[src/rtl/reg_wb_arb.sv]
// Two-requester register-file writeback arbiter with round-robin tie-break,
// registered write port and a pending-write scoreboard.
module reg_wb_arb #(
    parameter logic LAST_INIT = 1'b1
) (
    input  logic       clk_i,
    input  logic       rst_i,
    input  logic       a_valid_i,
    input  logic [1:0] a_nd_i,
    input  logic [7:0] a_di_i,
    output logic       a_ready_o,
    input  logic       b_valid_i,
    input  logic [1:0] b_nd_i,
    input  logic [7:0] b_di_i,
    output logic       b_ready_o,
    input  logic       issue_i,
    input  logic [1:0] issue_nd_i,
    output logic [1:0] nd_o,
    output logic [7:0] di_o,
    output logic       reg_we_o,
    output logic [3:0] pend_o
);

    logic       last_q, last_d;
    logic       we_q, we_d;
    logic [1:0] nd_q, nd_d;
    logic [7:0] di_q, di_d;
    logic [3:0] pend_q, pend_d;
    logic       grant_a_s, grant_b_s;
    logic [3:0] clr_mask_s, set_mask_s;

    // Grant selection; last_q = 1 means B was granted last, so A wins a tie.
    always_comb begin
        grant_a_s = 1'b0;
        grant_b_s = 1'b0;
        if (rst_i) begin
            grant_a_s = 1'b0;
            grant_b_s = 1'b0;
        end else if (a_valid_i && b_valid_i) begin
            if (last_q) begin
                grant_a_s = 1'b1;
            end else begin
                grant_b_s = 1'b1;
            end
        end else if (a_valid_i) begin
            grant_a_s = 1'b1;
        end else if (b_valid_i) begin
            grant_b_s = 1'b1;
        end else begin
            grant_a_s = 1'b0;
            grant_b_s = 1'b0;
        end
    end

    // Next-state for write port, arbitration history and scoreboard.
    always_comb begin
        last_d     = last_q;
        we_d       = grant_a_s | grant_b_s;
        nd_d       = nd_q;
        di_d       = di_q;
        clr_mask_s = 4'b0000;
        set_mask_s = 4'b0000;
        if (grant_a_s) begin
            nd_d       = a_nd_i;
            di_d       = a_di_i;
            last_d     = 1'b0;
            clr_mask_s = 4'b0001 << a_nd_i;
        end else if (grant_b_s) begin
            nd_d       = b_nd_i;
            di_d       = b_di_i;
            last_d     = 1'b1;
            clr_mask_s = 4'b0001 << b_nd_i;
        end else begin
            clr_mask_s = 4'b0000;
        end
        if (issue_i) begin
            set_mask_s = 4'b0001 << issue_nd_i;
        end else begin
            set_mask_s = 4'b0000;
        end
        // A same-cycle issue to the register being written keeps it pending.
        pend_d = (pend_q & ~clr_mask_s) | set_mask_s;
    end

    // State registers with synchronous reset; issue and grants are dropped in reset.
    always_ff @(posedge clk_i) begin
        if (rst_i) begin
            last_q <= LAST_INIT;
            we_q   <= 1'b0;
            nd_q   <= 2'b00;
            di_q   <= 8'h00;
            pend_q <= 4'b0000;
        end else begin
            last_q <= last_d;
            we_q   <= we_d;
            nd_q   <= nd_d;
            di_q   <= di_d;
            pend_q <= pend_d;
        end
    end

    assign a_ready_o = grant_a_s;
    assign b_ready_o = grant_b_s;
    assign reg_we_o  = we_q;
    assign nd_o      = nd_q;
    assign di_o      = di_q;
    assign pend_o    = pend_q;

endmodule

[config.mk]
export PLATFORM = sky130hd
export DESIGN_NAME = reg_wb_arb
export DESIGN_NICKNAME = d
export VERILOG_FILES = /design/src/rtl/reg_wb_arb.sv
export SDC_FILE = /design/constraint.sdc
export NUM_CORES = 1
export LEC_CHECK = 0
export CORE_UTILIZATION = 40
export DETAILED_ROUTE_END_ITERATION = 10
export PLACE_DENSITY = 0.82
export SLEW_MARGIN = 40
export SYNTH_ARGS = -nofsm -noshare
export SYNTH_HDL_FRONTEND = slang
export SYNTH_SLANG_ARGS = --single-unit
[constraint.sdc]
create_clock -name clk_i -period 3 [get_ports clk_i]
set_input_delay 0.6 -clock clk_i [delete_from_list [all_inputs] [get_ports clk_i]]
set_output_delay 0.6 -clock clk_i [all_outputs]
set_load 0.01 [all_outputs]
==> results of run 1 <==
[registers in the layout (all words and copies together), names as in the netlist]
register / count
di_o: 8
last_q: 1
nd_o: 2
pend_o: 4
reg_we_o: 1
[layer usage]
layer	track usage	wire (µm)
met2	0.378	1190
met4	0.0914	20
met1	0.274	920
met5	0	0
met3	0.0385	173
[worst paths after layout]
check,slack [ps],startpoint,to,cells past startpoint
max,290,b_valid_i,b_ready_o,4
max reg2reg,1580,last_q$_SDFFE_PP1P_,pend_o[0]$_SDFF_PP0_,3
min reg2reg,500,pend_o[3]$_SDFF_PP0_,pend_o[3]$_SDFF_PP0_,2
min,500,pend_o[3]$_SDFF_PP0_,pend_o[3]$_SDFF_PP0_,2
[power by group]
group / switching (W) / internal [W] / total [W]
Clock: 0.0000705 / 0.0000738 / 0.000144
Combinational: 0.0000561 / 0.0000772 / 0.000133
Sequential: 0.00000753 / 0.000228 / 0.000235
[kinds of logic after synthesis]
group / after synthesis / synth area share
flops: 16 / 0.396
simple gates: 34 / 0.248
compound gates: 33 / 0.279
buf+inv: 10 / 0.0774
[area by class of cell]
| class | instances | area share |
|---|---|---|
| well taps | 25 | 0.0246 |
| repair buffers | 45 | 0.350 |
| multi-input cells | 67 | 0.334 |
| inverters | 4 | 0.0118 |
| flip-flops and latches | 16 | 0.251 |
| clock buffers | 4 | 0.0285 |
[per-stage QoR]
stage / hold slack (ps) / instance area [µm²] / util / power, W / setup WS [ps]
final: 496 / 1270 / 0.707 / 0.000513 / 295
after floorplan: 494 / 808 / - / 0.000297 / 1230
after global routing: 517 / 1270 / 0.707 / 0.000538 / 223
after CTS: 498 / 1270 / 0.707 / 0.000514 / 276
after global placement: 486 / 1240 / 0.687 / 0.000369 / 342
after detailed placement: 484 / 1240 / 0.687 / 0.000373 / 291
[placed cells by master (no fill, tap or decap)]
cell type,n
o21ai_0,12
o21bai_1,1
buf_4,2
and4_1,1
o31a_1,1
and2b_2,1
nand4_1,1
dfxtp_1,16
a31oi_1,4
clkbuf_4,3
nand2_1,1
a221oi_1,4
a32oi_1,1
nand3_1,10
a311oi_1,4
inv_1,3
nor3_1,1
clkbuf_8,1
nand2b_1,2
and2b_1,1
nor2_1,5
a21oi_1,2
or2b_1,1
o41ai_1,4
clkdlybuf4s50_1,43
inv_2,1
or3b_1,1
nor3b_1,1
nor2b_1,2
nand2b_2,1
and2_1,3
nand3b_1,2
[worst register-to-register path: stages (launching register included)]
cell and delay [ps]:
dfxtp_1 390, and2b_2 320, o41ai_1 430, a221oi_1 160
==> impl_metrics.yaml, run 1 <==
status:
  status: "finished, final reports clean"
logic_synthesis:
  synthTopCellsByArea: "dfxtp_1 (40%), o21ai_0 (7.4%), nand3_1 (6.2%)"
  synth_top_area_cell: "dfxtp_1"
  synth_nets: 120
  synthArstFlopShare: 0
  yosysUniqueCellTypes: 32
  yosys_warnings: 0
  synth-seq-cells: 16
  syn_inst: 93
  synth_most_common_cell: "dfxtp_1"
  yosysTopAreaCellShare: 0.396
  syn_area_per_cell_um2: 8.69
  synth-edff-count: 0
  syn-cell-area_um2: 808
  ys_seq_area_frac: 0.396
  synth_ff_type: "dfxtp_1"
  yosys-top-cells-count: "dfxtp_1 (16), o21ai_0 (12), nand3_1 (10)"
floorplan:
  core_region_area_mm2: 0.00180
  dieArea_mm2: 0.00220
  pin_count: 44
  start_util: 0.449
  die_x_um: 47.0
  num_rows: 15
  fp.dieH_um: 47.0
power_and_ir_drop:
  peakVddDrop_mv: 0.288
  leakagePower_nw: 0.459
  powerDensity_mw_per_mm2: 403
min_path:
  hp-class: "flip-flop to flip-flop"
cts:
  insertion_delay_ps: 280
  cts_resized: 0
  htreeDepth: 1
  path_clk_slew_ps: 100
  root_buffer: "clkbuf_4"
  cts_setup_buffers: 0
  clockBufferDepth: 2
  cts_buffers: 3
  cts.sinks: 16
  hold_buffers: 0
  cts_tree: "built"
run:
  maxCapViolCount: 0
timing:
  setup_viol: 0
  slew_headroom: 0.735
  finClkSkew_ps: 2.27
  clock.fmax_mhz: 370
  period_minus_slack_ps: 2710
  worst_pin_slew_ps: 392
  fin_crit_sh: 0.902
  rsz0062_at_grt: "no"
  finalMaxSlewViolations: 0
  final.setup.tns_ps: 0
  hold_viol_final: 0
route:
  detail-route-antenna-nets: 0
  dr.pass1.iters: 4
  avgViaCountPerCell: 5.75
  drt-wirelength-per-cell_um: 14.3
  vias: 925
  drt-initial-drc-count: 21
  drcViolationCount: 0
  wl_mm: 2.31
worst_setup_path:
  path_class: "input port to output port"
  worstPathArrival_ps: 2110
  critPathTopFamily: "buffers and inverters"
  slowest_stage: "clkdlybuf4s50_1"
  crit_buf_inv: 2
  crit_path_cell_trace: "clkdlybuf4s50_1 -> or2b_1 -> a21oi_1 -> clkdlybuf4s50_1"
  critPathMaxStageDelay_ps: 560
  cp-start-kind: "input port"
  cp_max_fo: 6
  worstSetupEndpointType: "output port"
  cp.required_ps: 2400
  cp_common_cell: "clkdlybuf4s50_1"
cells_and_area:
  multi_input_area_um2: 425
  fillers: 151
  num_antenna_cells: 0
  area_delta_synth_final_pct: 57.6
  nets: 164
  drive_above_1_share: 0.0662
  regArea_um2: 320
  instances_no_fill: 161
place:
  gp_congestion: 0.758
  place_hpwl_mm: 1.76
  dpl.cell_count: 157
  io_buffers: 43
global_route:
  antenna_found_initial: 0
  first_global_vias: 827
  grt_max_degree: 18
  grt_usage: 0.221
  grt_pass1_wl_mm: 3.48
  overflow: 0
Power figures use the tool's default switching activity.
==> inputs of run 2 (changes only) <==
Settings changed: SKIP_CTS_REPAIR_TIMING set to 1.
==> results of run 2 <==
The final DEF is identical to that of run 1; final timing and power are the same.
